--- config.mk ---
export PLATFORM = sky130hd
export DESIGN_NAME = alu_share_arbiter
export DESIGN_NICKNAME = d
export VERILOG_FILES = /design/src/rtl/alu_share_arbiter.sv
export SDC_FILE = /design/constraint.sdc
export NUM_CORES = 1
export LEC_CHECK = 0
export ABC_AREA = 1
export CAP_MARGIN = 20
export CORE_MARGIN = 2
export CORE_UTILIZATION = 41
export CTS_CLUSTER_DIAMETER = 60
export DETAILED_ROUTE_END_ITERATION = 6
export PLACE_DENSITY = 0.78
export SLEW_MARGIN = 30
export SYNTH_ARGS = -nofsm -noshare
export SYNTH_HDL_FRONTEND = slang
export SYNTH_SLANG_ARGS = --single-unit
--- constraint.sdc ---
create_clock -name clk -period 1.55 [get_ports clk]
set_input_delay 0.155 -clock clk [delete_from_list [all_inputs] [get_ports clk]]
set_output_delay 0.155 -clock clk [all_outputs]
set_load 0.01 [all_outputs]
--- src/rtl/alu_share_arbiter.sv ---
// alu_share_arbiter: round-robin share of one combinational ALU between two requesters,
// with registered operands and a valid/ready result return to the winner.
module alu_share_arbiter #(
    parameter int WIDTH = 32,
    parameter int SEL_W = 4
) (
    input  logic             clk,
    input  logic             rstN,
    input  logic             req0Valid,
    output logic             req0Ready,
    input  logic [WIDTH-1:0] req0A,
    input  logic [WIDTH-1:0] req0B,
    input  logic [SEL_W-1:0] req0Sel,
    output logic             rsp0Valid,
    input  logic             rsp0Ready,
    output logic [WIDTH-1:0] rsp0Result,
    output logic             rsp0Zero,
    input  logic             req1Valid,
    output logic             req1Ready,
    input  logic [WIDTH-1:0] req1A,
    input  logic [WIDTH-1:0] req1B,
    input  logic [SEL_W-1:0] req1Sel,
    output logic             rsp1Valid,
    input  logic             rsp1Ready,
    output logic [WIDTH-1:0] rsp1Result,
    output logic             rsp1Zero,
    output logic [WIDTH-1:0] aluA,
    output logic [WIDTH-1:0] aluB,
    output logic [SEL_W-1:0] aluSel,
    input  logic [WIDTH-1:0] aluResult,
    input  logic             aluZero,
    output logic             busy,
    output logic             grantId
);
    localparam logic [1:0] IDLE = 2'd0, EXEC = 2'd1, RESP = 2'd2;

    logic [1:0]       state_q, state_d;
    logic             last_q, last_d, grant_q, grant_d;
    logic [WIDTH-1:0] a_q, a_d, b_q, b_d, res0_q, res0_d, res1_q, res1_d;
    logic [SEL_W-1:0] sel_q, sel_d;
    logic             zero0_q, zero0_d, zero1_q, zero1_d;
    logic             win, accept, rsp_hs, cap0, cap1;

    always_comb begin
        // win=1 means requester 1 wins: it is alone, or it is not the last grantee
        win     = req1Valid & (~req0Valid | ~last_q);
        accept  = (state_q == IDLE) & (req0Valid | req1Valid);
        rsp_hs  = (state_q == RESP) & (grant_q ? rsp1Ready : rsp0Ready);
        state_d = accept ? EXEC : (state_q == EXEC) ? RESP : rsp_hs ? IDLE : state_q;
        last_d  = accept ? win : last_q;
        grant_d = accept ? win : grant_q;
        a_d     = accept ? (win ? req1A : req0A) : a_q;
        b_d     = accept ? (win ? req1B : req0B) : b_q;
        sel_d   = accept ? (win ? req1Sel : req0Sel) : sel_q;
        cap0    = (state_q == EXEC) & ~grant_q;
        cap1    = (state_q == EXEC) & grant_q;
        res0_d  = cap0 ? aluResult : res0_q;
        zero0_d = cap0 ? aluZero : zero0_q;
        res1_d  = cap1 ? aluResult : res1_q;
        zero1_d = cap1 ? aluZero : zero1_q;
    end

    always_ff @(posedge clk or negedge rstN) begin
        if (!rstN) begin
            state_q <= IDLE;
            last_q  <= 1'b1;
            grant_q <= 1'b0;
            a_q     <= '0;
            b_q     <= '0;
            sel_q   <= '0;
            res0_q  <= '0;
            zero0_q <= 1'b0;
            res1_q  <= '0;
            zero1_q <= 1'b0;
        end else begin
            state_q <= state_d;
            last_q  <= last_d;
            grant_q <= grant_d;
            a_q     <= a_d;
            b_q     <= b_d;
            sel_q   <= sel_d;
            res0_q  <= res0_d;
            zero0_q <= zero0_d;
            res1_q  <= res1_d;
            zero1_q <= zero1_d;
        end
    end

    // ready is masked by reset so every output reads 0 while rstN is low
    assign req0Ready  = rstN & (state_q == IDLE) & req0Valid & ~win;
    assign req1Ready  = rstN & (state_q == IDLE) & win;
    assign rsp0Valid  = (state_q == RESP) & ~grant_q;
    assign rsp1Valid  = (state_q == RESP) & grant_q;
    assign rsp0Result = res0_q;
    assign rsp0Zero   = zero0_q;
    assign rsp1Result = res1_q;
    assign rsp1Zero   = zero1_q;
    assign aluA       = a_q;
    assign aluB       = b_q;
    assign aluSel     = sel_q;
    assign busy       = (state_q != IDLE);
    assign grantId    = grant_q;
endmodule

; Word-level counts from Yosys, hierarchy flattened
; Cells that the tools add are included.
[word_totals]
inputBits = 175
register_bits = 138
out_inout_bits = 140
word_cells = 39
[classes]
bitwise_logic = 17
n_eq_ne = 2
reduce_logical = 3
n_mux = 7
[ops]
columns = cell, n
row1 = $mux 32, 2
row2 = $and 1x1->1, 11
row3 = $mux 2, 3
row4 = $mux 4, 1
row5 = $not 1->1, 4
row6 = $reduce_bool 3->1, 1
row7 = $eq 2x1->1 const B, 1
row8 = $eq 2x2->1 const B, 1
row9 = $logic_not 2->1, 1
row10 = $or 1x1->1, 2
row11 = $reduce_bool 2->1, 1
row12 = $mux 1, 1

; Longest topological paths before layout
; Gate-level depths: netlist of the first run.
[depth]
word_depth = 5
depth_mapped = 7

; Worst setup path after synthesis of the first run
; No wires, ideal clock.
[synth_timing]
path_kind = reg-to-output
from = register last_q
to = output req0Ready
setup_slack_ns = 0.146
required_time_ns = 1.395
stages_incl_launch_ff = 6
path_buffers = 1
arrival_time_ns = 1.249
path_cell_list = dfstp_2 -> nand2_2 -> nand2_2 -> buf_2 -> inv_1 -> nor3b_1
[synth_between]
elab_chain_cells = 5
[synth_rtl]
columns = element, line_no
row1 = "start, declared", 38  ; logic last_q, last_d, grant_q, grant_d;
row2 = "start signal, assigned", 77  ; last_q <= last_d;
row3 = $not 1->1, 46  ; win = req1Valid & (~req0Valid | ~last_q);
row4 = $or 1x1->1, 46
row5 = $and 1x1->1, 46
row6 = $not 1->1, 90  ; assign req0Ready = rstN & (state_q == IDLE) & req0Valid & ~win;
row7 = $and 1x1->1, 90
row8 = "end, declared", 10  ; output logic req0Ready,
; Every way passes these cells.

; Worst setup path in the final report of the first run
; Ends and elaborated chain as after synthesis.

==> flow_metrics.env, run 1 <==
export IMPL_status="complete, but fails checks"
export IMPL_violations="setup timing"
export IMPL_timing_final_ws_setup_ns=-0.0334
export IMPL_grt_pass1_wl_microns=31300
export IMPL_p_per_area_mw_per_mm2=886
export IMPL_postSynthCellCount=858
export IMPL_die_y_microns=130
export IMPL_cts_max_path_buffers=2
export IMPL_clock_fmax_mhz=632
export IMPL_finalClockSkew_ns=0.00838
export IMPL_yosysWarnings=0
export IMPL_start_util_pct=42.4
export IMPL_slowest_delay_ns=0.55
export IMPL_fin_crit_ns=1.58
export IMPL_cts_sinks=138
export IMPL_ios=315
export IMPL_drive_above_1_share_pct=5.97
export IMPL_cp_data_required_time_ns=1.39
export IMPL_rr_worst_depth=5
export IMPL_reg2reg_slack_ns=0.03
export IMPL_syn_area_per_cell_sq_um=7.56
export IMPL_core_sq_mm=0.0153
export IMPL_synth_top_area_share_pct=52.8
export IMPL_hpwl_microns=14100
export IMPL_min_delay_path_depth=6
export IMPL_wl_per_cell_microns=14.5
export IMPL_holdWs_ns=0.291
export IMPL_cts_tree="yes"
export IMPL_hp_class="input pin to register"
export IMPL_start_kind="register"
export IMPL_io_buffer_count=314
export IMPL_cp_slowest_cell="dfstp_2"
export IMPL_clk_pin_slew_ns=0.06
export IMPL_postRouteAntennaNets=0
export IMPL_wirelength_microns=20100
export IMPL_final_nets=1335
export IMPL_drtPass1Iterations=5
export IMPL_rows=45
export IMPL_max_vdd_ir_drop_v=0.000715
export IMPL_vias_per_cell=4.64
export IMPL_synth_main_ff_cell="dfrtp_1"
export IMPL_die_w_microns=130
export IMPL_antenna_found_initial=0
export IMPL_critPathCaptureType="output port"
export IMPL_grt_pass1_vias=6078
export IMPL_area_delta_synth_final_pct=61.6
export IMPL_fill_cells=1320
export IMPL_worst_slew_pin_transition_ns=0.853
export IMPL_cp_top_family="flip-flops"
export IMPL_rsz0062_at_grt="true"
export IMPL_path_buf_inv=2
export IMPL_drv_cap=0
export IMPL_synth_area_leaders="dfrtp_1 53%, nand2_1 16%, nand3_1 11%"
export IMPL_drv_slew=0
export IMPL_cts_inserted_buffers=17
export IMPL_track_usage_pct=24.0
export IMPL_cp_max_fo=3
export IMPL_finalHoldViolCount=0
export IMPL_worst_setup_path_type="register to output port"
export IMPL_ys_ff_latch=138
export IMPL_drc=0
export IMPL_dieArea_sq_mm=0.0169
export IMPL_crit_arrival_ns=1.43
export IMPL_drtIter0Drc=382
export IMPL_vias=6418
export IMPL_hold_start="req1Valid"
export IMPL_root_buffer="clkbuf_16"
export IMPL_final_util_pct=68.5
export IMPL_overflow=0
export IMPL_whs_endpoint="last_q"
export IMPL_async_reset_ff_share_pct=100
export IMPL_relSlewSlack_pct=43.1
export IMPL_gp_congestion=0.821
export IMPL_yosysMostFrequentCell="nand2_1"
export IMPL_synth_cell_types=18
export IMPL_htreeDepth=4
export IMPL_yosysTopAreaCell="dfrtp_1"
export IMPL_syn_cell_area_sq_mm=0.00649
export IMPL_grt_max_degree=139
export IMPL_path_cells="nand2_4 -> nand2_4 -> inv_2 -> nor3b_2 -> buf_2"
export IMPL_synth_fp_nets=1033
export IMPL_setup_viol=1
export IMPL_synth_seq_area_share_pct=53.2
export IMPL_synth_common_cells="281 x nand2_1, 171 x inv_1, 137 x dfrtp_1, 137 x nand3_1, 68 x o21ai_0"
export IMPL_rr_endpoint="aluA[22]"
export IMPL_min_period_over_period_pct=102
export IMPL_crit_top_cell="nand2_4"
export IMPL_clk_latency_ns=0.41
export IMPL_synth_edf_count=0
export IMPL_n_antenna_cell=0
export IMPL_r2r_start="last_q"
export IMPL_power_leakage_nw=5.53
cell type report:
class | instances | area, sq um | share of cell area [%]
sequential | 138 | 3450 | 32.9
clock buffer | 18 | 439 | 4.19
inverter | 174 | 653 | 6.23
timing repair buffer | 333 | 3360 | 32.0
multi-input combinational | 496 | 2160 | 20.6
clock inverter | 14 | 159 | 1.52
tap | 211 | 264 | 2.52
cell usage in the layout, fill, tap and decap left out:
master and n:
clkbuf_16 17, clkbuf_2 3, inv_8 1, buf_2 3, nand2_4 2, clkinvlp_4 1, o21ai_0 68, nor3b_2 1
buf_12 7, inv_1 170, clkbuf_8 1, nor2_4 1, nand3_1 137, buf_4 10, buf_6 2, dfrtp_1 137
nor2_2 2, inv_6 5, clkdlybuf4s50_1 300, clkinv_4 3, dlygate4sd3_1 1, nand2_2 2, clkinv_2 2, dlygate4sd2_1 3
nand2_1 279, inv_2 4, dfstp_2 1, bufinv_16 2, nor2_1 4, dlymetal6s2s_1 4
power by group:
group	total [mW]	internal [mW]	switching (mW)
Clock	4.09	2.45	1.64
Sequential	3.85	3.76	0.0919
Combinational	1.35	0.799	0.549
state kept, by name, indices dropped and copies added, names as in the netlist:
register	count
aluB	32
aluSel	4
rsp1Result	32
rsp0Result	32
grantId	1
aluA	32
last_q	1
state_q	2
rsp0Zero	1
rsp1Zero	1
routing by layer:
| layer | part of all wire, % | vias to the layer above | track usage (%) | wire length, microns |
|---|---|---|---|---|
| li1 | - | 3193 | - | - |
| met2 | 48 | 251 | 39.9 | 9690 |
| met1 | 38 | 2943 | 27.8 | 7660 |
| met3 | 11 | 31 | 10.3 | 2230 |
| met4 | 2.4 | 0 | 8.54 | 488 |
| met5 | 0 | - | 0 | 0 |
logic make-up after synthesis:
group           after synthesis  share of synthesized area (%)
buf+inv                     224                           13.8
simple gates                428                           27.7
flops                       138                           53.2
compound gates               68                           5.24
how the worst max path moves through the flow:
stage                            to      start  depth (start not counted)  slack, ns
after floorplan           req0Ready     last_q                          5       0.15
after global placement    aluSel[0]  req0Valid                          6      -0.20
after detailed placement   aluB[16]  req0Valid                          6      -0.24
after CTS                 req0Ready     last_q                          5      -0.06
after global routing      req0Ready     last_q                          5      -0.13
final                     req0Ready     last_q                          5      -0.03
timing repair:
| item | CTS | global route |
|---|---|---|
| gates resized for setup | 21 | 9 |
| endpoints found under the setup margin | 8 | 76 |
| hold buffers | 1 | 0 |
| pin swaps | 0 | 1 |
| endpoints found under the hold margin | 137 | 0 |
| gates cloned | 0 | 0 |
| setup buffers | 1 | 0 |
through the flow:
| stage | power, mW | TNS (ns) | cells | area, sq um | setup WS, ns |
|---|---|---|---|---|---|
| 5_1_grt | 9.68 | -3.71 | 1384 | 10500 | -0.128 |
| 4_1_cts | 9.39 | -0.0597 | 1384 | 10500 | -0.0597 |
| 3_5_place_dp | 5.27 | -14.84 | 1350 | 9870 | -0.239 |
| 3_3_place_gp | 5.26 | -12.24 | 1350 | 9870 | -0.202 |
| 6_report | 9.29 | -0.0334 | 1384 | 10500 | -0.0334 |
| 2_1_floorplan | 4.32 | 0 | 858 | 6490 | 0.146 |
worst register-to-register path, stage by stage (launching register included):
cell     delay, ns
dfstp_2       0.38
nand2_4       0.07
buf_4         0.57
nand3_1       0.21
nand3_1       0.12
nand2_1       0.05
Power figures use the tool's default switching activity.
==> run 2: changes to the inputs <==
--- a/config.mk
+++ b/config.mk
@@ -9,10 +9,9 @@
 export CAP_MARGIN = 20
 export CORE_MARGIN = 2
 export CORE_UTILIZATION = 41
-export CTS_CLUSTER_DIAMETER = 60
+export CTS_CLUSTER_DIAMETER = 100
 export DETAILED_ROUTE_END_ITERATION = 6
 export PLACE_DENSITY = 0.78
-export SLEW_MARGIN = 30
 export SYNTH_ARGS = -nofsm -noshare
 export SYNTH_HDL_FRONTEND = slang
 export SYNTH_SLANG_ARGS = --single-unit
==> results of run 2 <==
Final layout, timing and power as in run 1 (identical DEF).
